--- config.mk ---
export PLATFORM = sky130hd
export DESIGN_NAME = load_store_unit
export DESIGN_NICKNAME = d
export VERILOG_FILES = /design/src/rtl/load_store_unit_pkg.sv /design/src/rtl/load_store_unit_load_extend.sv /design/src/rtl/load_store_unit.sv
export SDC_FILE = /design/constraint.sdc
export NUM_CORES = 1
export LEC_CHECK = 0
export ABC_AREA = 1
export BUFFER_PORTS_ARGS = -buffer_cell sky130_fd_sc_hd__buf_4
export CORE_MARGIN = 3
export CORE_UTILIZATION = 50
export DETAILED_ROUTE_END_ITERATION = 10
export PLACE_DENSITY = 0.79
export SLEW_MARGIN = 0
export SYNTH_ARGS = -nofsm -noshare
export SYNTH_HDL_FRONTEND = slang
export SYNTH_SLANG_ARGS = --single-unit
--- constraint.sdc ---
create_clock -name clk -period 2.6 [get_ports clk]
set_input_delay 0.39 -clock clk [delete_from_list [all_inputs] [get_ports clk]]
set_output_delay 0.39 -clock clk [all_outputs]
set_load 0.02 [all_outputs]
--- src/rtl/load_store_unit_pkg.sv ---
// rtl/load_store_unit_pkg.sv - shared types for the load/store unit
// Purpose: control-unit opcode constants, access-size encodings (funct3),
//          LSU state encoding and the alignment helper.
package load_store_unit_pkg;

    localparam logic [6:0] CU_LOAD   = 7'b0000011;
    localparam logic [6:0] CU_STORE  = 7'b0100011;
    localparam logic [6:0] CU_OP     = 7'b0110011;
    localparam logic [6:0] CU_OP_IMM = 7'b0010011;
    localparam logic [6:0] CU_BRANCH = 7'b1100011;

    typedef enum logic [2:0] {
        LSU_B  = 3'b000,
        LSU_H  = 3'b001,
        LSU_W  = 3'b010,
        LSU_BU = 3'b100,
        LSU_HU = 3'b101
    } lsu_size_t;

    typedef enum logic [1:0] {
        LSU_IDLE,
        LSU_REQ,
        LSU_DONE
    } lsu_state_t;

    // funct3[1:0] carries the size; any encoding that is not byte or
    // halfword (including unsupported ones) is handled as a word.
    function automatic logic is_aligned(input logic [2:0] funct3, input logic [1:0] addr);
        case (funct3[1:0])
            2'b00:   return 1'b1;
            2'b01:   return ~addr[0];
            default: return (addr == 2'b00);
        endcase
    endfunction

endpackage

--- src/rtl/load_store_unit_load_extend.sv ---
// rtl/load_store_unit_load_extend.sv - load lane select and sign/zero extension
// Purpose: picks the addressed byte/halfword out of the read word and extends it.
// Ports:   rdata     - read word from memory
//          addr      - byte offset within the word
//          funct3    - access size/sign
//          load_data - extended result
module load_store_unit_load_extend
    import load_store_unit_pkg::*;
(
    input  logic [31:0] rdata,
    input  logic [1:0]  addr,
    input  logic [2:0]  funct3,
    output logic [31:0] load_data
);

    logic [7:0]  byte_sel;
    logic [15:0] half_sel;

    assign byte_sel = rdata[{addr, 3'b000} +: 8];
    assign half_sel = rdata[{addr[1], 4'b0000} +: 16];

    always_comb begin
        load_data = rdata;
        case (funct3)
            LSU_B:   load_data = {{24{byte_sel[7]}}, byte_sel};
            LSU_H:   load_data = {{16{half_sel[15]}}, half_sel};
            LSU_BU:  load_data = {24'h0, byte_sel};
            LSU_HU:  load_data = {16'h0, half_sel};
            default: load_data = rdata;
        endcase
    end

endmodule

--- src/rtl/load_store_unit.sv ---
// rtl/load_store_unit.sv - memory-access stage with req/ack data bus
// Purpose: issues one load or store per instruction, stalls the core while it
//          is outstanding, returns extended load data, flags misalignment and
//          bus timeouts.
// Ports:   clk, nRst (async active-low)
//          alu_result, store_data, funct3, mem_read, mem_write - from execute
//          mem_rdata, mem_ack                                  - from memory
//          mem_addr, mem_wdata, mem_wstrb, mem_ren, mem_wen    - to memory
//          load_data, lsu_stall, misaligned, bus_error         - to core
module load_store_unit
    import load_store_unit_pkg::*;
#(
    parameter int TIMEOUT = 255,
    parameter int ADDR_W  = 32
) (
    input  logic              clk,
    input  logic              nRst,
    input  logic [ADDR_W-1:0] alu_result,
    input  logic [31:0]       store_data,
    input  logic [2:0]        funct3,
    input  logic              mem_read,
    input  logic              mem_write,
    input  logic [31:0]       mem_rdata,
    input  logic              mem_ack,
    output logic [ADDR_W-1:0] mem_addr,
    output logic [31:0]       mem_wdata,
    output logic [3:0]        mem_wstrb,
    output logic              mem_ren,
    output logic              mem_wen,
    output logic [31:0]       load_data,
    output logic              lsu_stall,
    output logic              misaligned,
    output logic              bus_error
);

    localparam int CNT_W = (TIMEOUT > 1) ? $clog2(TIMEOUT) : 1;

    lsu_state_t        state_q, state_d;
    logic [ADDR_W-1:0] addr_q, addr_d;
    logic [2:0]        funct3_q, funct3_d;
    logic [31:0]       data_q, data_d;
    logic              we_q, we_d;
    logic [CNT_W-1:0]  cnt_q, cnt_d;
    logic [31:0]       load_data_q, load_data_d;
    logic              bus_error_q, bus_error_d;

    logic [31:0]       ext_data;
    logic              timeout_hit;

    load_store_unit_load_extend u_load_extend (
        .rdata     (mem_rdata),
        .addr      (addr_q[1:0]),
        .funct3    (funct3_q),
        .load_data (ext_data)
    );

    assign timeout_hit = (TIMEOUT != 0) && (cnt_q == CNT_W'(TIMEOUT - 1));

    // Bus fields come straight from the latched instruction so they stay
    // stable for the whole request and read as zero after reset.
    assign mem_addr = {addr_q[ADDR_W-1:2], 2'b00};

    always_comb begin
        mem_wdata = data_q;
        mem_wstrb = 4'b0000;
        case (funct3_q[1:0])
            2'b00:   mem_wdata = {4{data_q[7:0]}};
            2'b01:   mem_wdata = {2{data_q[15:0]}};
            default: mem_wdata = data_q;
        endcase
        if (we_q) begin
            case (funct3_q[1:0])
                2'b00:   mem_wstrb = 4'b0001 << addr_q[1:0];
                2'b01:   mem_wstrb = 4'b0011 << addr_q[1:0];
                default: mem_wstrb = 4'b1111;
            endcase
        end
    end

    always_comb begin
        state_d     = state_q;
        addr_d      = addr_q;
        funct3_d    = funct3_q;
        data_d      = data_q;
        we_d        = we_q;
        cnt_d       = cnt_q;
        load_data_d = load_data_q;
        bus_error_d = 1'b0;
        lsu_stall   = 1'b0;
        misaligned  = 1'b0;
        mem_ren     = 1'b0;
        mem_wen     = 1'b0;

        case (state_q)
            LSU_IDLE: begin
                if (mem_read || mem_write) begin
                    if (is_aligned(funct3, alu_result[1:0])) begin
                        lsu_stall = 1'b1;
                        addr_d    = alu_result;
                        funct3_d  = funct3;
                        data_d    = store_data;
                        // Both strobes high is illegal; the load wins.
                        we_d      = mem_write & ~mem_read;
                        cnt_d     = '0;
                        state_d   = LSU_REQ;
                    end else begin
                        misaligned = 1'b1;
                    end
                end
            end
            LSU_REQ: begin
                lsu_stall = 1'b1;
                mem_ren   = ~we_q;
                mem_wen   = we_q;
                cnt_d     = cnt_q + CNT_W'(1);
                if (mem_ack) begin
                    if (!we_q) begin
                        load_data_d = ext_data;
                    end
                    state_d = LSU_DONE;
                end else if (timeout_hit) begin
                    load_data_d = 32'h0;
                    bus_error_d = 1'b1;
                    state_d     = LSU_DONE;
                end
            end
            // The finished instruction is still on the inputs here, so DONE
            // must not look at them or it would issue the access twice.
            LSU_DONE: state_d = LSU_IDLE;
            default:  state_d = LSU_IDLE;
        endcase
    end

    always_ff @(posedge clk or negedge nRst) begin
        if (!nRst) begin
            state_q     <= LSU_IDLE;
            addr_q      <= '0;
            funct3_q    <= 3'b000;
            data_q      <= 32'h0;
            we_q        <= 1'b0;
            cnt_q       <= '0;
            load_data_q <= 32'h0;
            bus_error_q <= 1'b0;
        end else begin
            state_q     <= state_d;
            addr_q      <= addr_d;
            funct3_q    <= funct3_d;
            data_q      <= data_d;
            we_q        <= we_d;
            cnt_q       <= cnt_d;
            load_data_q <= load_data_d;
            bus_error_q <= bus_error_d;
        end
    end

    assign load_data = load_data_q;
    assign bus_error = bus_error_q;

endmodule
==> impl_metrics.tcl <==
set metrics [dict create \
    outcome "finished, final reports clean" \
    tightest_slew_ps 586 \
    postPlaceCellArea_um2 7170 \
    area_growth_pct 28.2 \
    rsz0062_at_grt "no" \
    die_area_um2 13000 \
    drc 0 \
    track_usage_pct 24.2 \
    hpwl_mm 11.5 \
    cts_buffers 9 \
    start_util_pct 52.3 \
    port_buffers 206 \
    synth-compound-area-share_pct 11.4 \
    io_pins 209 \
    first_pass_iters 5 \
    design_area_um2 7460 \
    cts_buffer_depth 2 \
    num_rows 38 \
    cp-end-kind "output pin" \
    coreArea_um2 11100 \
    cts_root_buffer "clkbuf_16" \
    grt_pass1_vias 4961 \
    final_hold_viol_count 0 \
    r2r-start "cnt_q[0]" \
    crit_path_max_fanout 31 \
    drt_iter0_drc 341 \
    drive_above_1_share_pct 26.6 \
    cpMostUsedCell "buf_4" \
    post_drt_wl_per_cell_um 14.2 \
    ys_ff_latch 111 \
    synth-simple-area-share_pct 25.9 \
    cp.required_ps 2210 \
    worstSetupPathType "reg2out" \
    grt_max_degree 106 \
    routabilityCongestion 0.858 \
    r2r_end "load_data[19]" \
    fin_nets 1043 \
    h-tree-depth 3 \
    multi_input_area_um2 2220 \
    num_antenna_cells 0 \
    postRouteAntennaNets 0 \
    post-route-period-util_pct 88.5 \
    cts_hold_repair.buffers 0 \
    gr-total-overflow 0 \
    fillers 997 \
    fin_crit_ps 2300 \
    r2r_setup_slack_ps 640 \
    fp.dieW_um 114 \
    synth_xor_area_share_pct 0 \
    arrival_ps 1910 \
    p_per_area_nw_per_um2 1160 \
    ir_worst_vdd_mv 0.724 \
    max_freq_mhz 435 \
    via_per_inst 4.87 \
    startpoint_type "flop" \
    syn_area_um2 5820 \
    ys_types 31 \
    synth_mux_area_share_pct 0 \
    drt_wl_total_mm 15.4 \
    setup_viol 0 \
    seq_area_frac_synth_pct 47.7 \
    rr_worst_depth 10 \
    vias 5267 \
    clkTransAtPathRegs_ps 80 \
    postCtsSetupBuffers 0 \
    synth.avg_cell_area_um2 7.43 \
    regArea_um2 2780 \
    antenna_found_initial 0 \
    synth_top_family_by_area "simple AND/OR/NAND/NOR gates" \
    cts_repair_resize_count 0 \
    grt_pass1_wl_mm 25.0 \
    synth_fa_ha_area_share_pct 0.430 \
    cp_slowest_stage_delay_ps 390 \
    cts_tree "built" \
    worstPathCellList "inv_4 > buf_4 > o21ai_2 > nor2_1 > a211oi_1 > buf_4" \
    netlist_instances 783 \
    clock_latency_ps 340 \
    min_path_type "in2async" \
    die_y_um 114 \
    drv_slew 0 \
    setup_tns_ps 0 \
    cp_slowest_cell "dfrtp_1" \
    ys.warnings.count 0 \
    relSlewSlack_pct 60.7 \
    clock_sinks 111 \
    finClkSkew_ps 7.98 \
    drv_cap 0 \
    p_leak_uw 0.00423 \
]
## how the worst max path moves through the flow
| stage | from | endpoint | slack, ps | depth (start not counted) |
|---|---|---|---|---|
| after CTS | funct3_q[1] | mem_wstrb[2] | 280 | 6 |
| after global placement | funct3_q[1] | mem_wstrb[2] | 680 | 6 |
| after detailed placement | funct3_q[1] | mem_wstrb[2] | 650 | 6 |
| after global routing | funct3_q[1] | mem_wstrb[2] | 140 | 6 |
| final | funct3_q[1] | mem_wstrb[2] | 300 | 6 |
| after floorplan | addr_q[1] | mem_wstrb[2] | 790 | 4 |
## kinds of logic after synthesis
| family | count (synthesis) |
|---|---|
| compound gates | 127 |
| flops | 111 |
| buf+inv | 171 |
| simple gates | 371 |
| fa+ha+maj | 2 |
| other cells | 1 |
## sequential cells by signal, indices dropped and copies added (netlist names)
name	count
addr_q	32
bus_error	1
cnt_q	8
data_q	32
funct3_q	3
load_data	32
state_q	2
we_q	1
## worst max-delay path: cells and delay by family (launching register included)
family                 cells  cell delay, ps
AO/OA/AOI/OAI              2             590
AND/OR/NAND/NOR            1              90
buffers and inverters      3             510
flip-flops                 1             390
## per-stage QoR
step           power (uW)  hold slack (ps)  setup slack (ps)  util [%]  instances
2_1_floorplan        5890             94.4               791         -        784
3_3_place_gp         7330              433               685      64.5       1066
6_report             8680             42.0               299      67.1       1082
3_5_place_dp         7380              428               649      64.5       1066
4_1_cts              8760             67.1               279      67.1       1082
5_1_grt              9330             85.4               143      67.1       1082
## where the power goes
group          internal, uW  switching (uW)  total (uW)
Combinational          1710            2730        4450
Clock                   693             651        1340
Sequential             2410             482        2890
## final cells by class
cell class              count  share of cell area [%]
flip-flops and latches    111                    37.2
multi-input cells         502                    29.7
repair buffers            213                    21.8
inverters                 100                    5.06
clock buffers              10                    3.20
well taps                 140                    2.35
clock inverters             6                   0.688
## cell usage in the layout (no fill, tap or decap), drive strengths merged
master,n
nand2,271
buf,213
dfrtp,111
inv,103
o21ai,90
nor2,71
a21oi,27
nand3,24
clkbuf,10
o211ai,7
clkinv,3
nor3,2
nand4,2
ha,2
conb,2
a211oi,1
nor4,1
o31ai,1
o21bai,1
## per-layer routing
metal	global-route usage, %	routed length, um	vias to the layer above
met1	32.7	6370	2342
met2	38.3	7090	229
met5	0	0	-
li1	-	-	2680
met3	7.80	1760	16
met4	5.38	160	0
## synthesized netlist by cell type
master | instances | area share (%)
a211oi_1 | 1 | 0.13
a21oi_1 | 27 | 2.3
buf_2 | 21 | 1.8
buf_4 | 42 | 5.4
buf_6 | 2 | 0.39
clkbuf_1 | 6 | 0.39
conb_1 | 1 | 0.064
dfrtp_1 | 111 | 48
ha_1 | 2 | 0.43
inv_1 | 91 | 5.9
inv_2 | 8 | 0.52
inv_4 | 1 | 0.11
nand2_1 | 266 | 17
nand2_2 | 2 | 0.21
nand2_4 | 3 | 0.58
nand3_1 | 22 | 1.9
nand3_2 | 1 | 0.17
nand3_4 | 1 | 0.30
nand4_1 | 2 | 0.21
nor2_1 | 67 | 4.3
nor2_2 | 2 | 0.21
nor2_4 | 1 | 0.19
nor2_8 | 1 | 0.34
nor3_1 | 2 | 0.17
nor4_1 | 1 | 0.11
o211ai_1 | 7 | 0.90
o21ai_0 | 63 | 5.4
o21ai_1 | 26 | 2.2
o21ai_2 | 1 | 0.15
o21bai_1 | 1 | 0.13
o31ai_1 | 1 | 0.13
(Power assumes the default switching activity.)
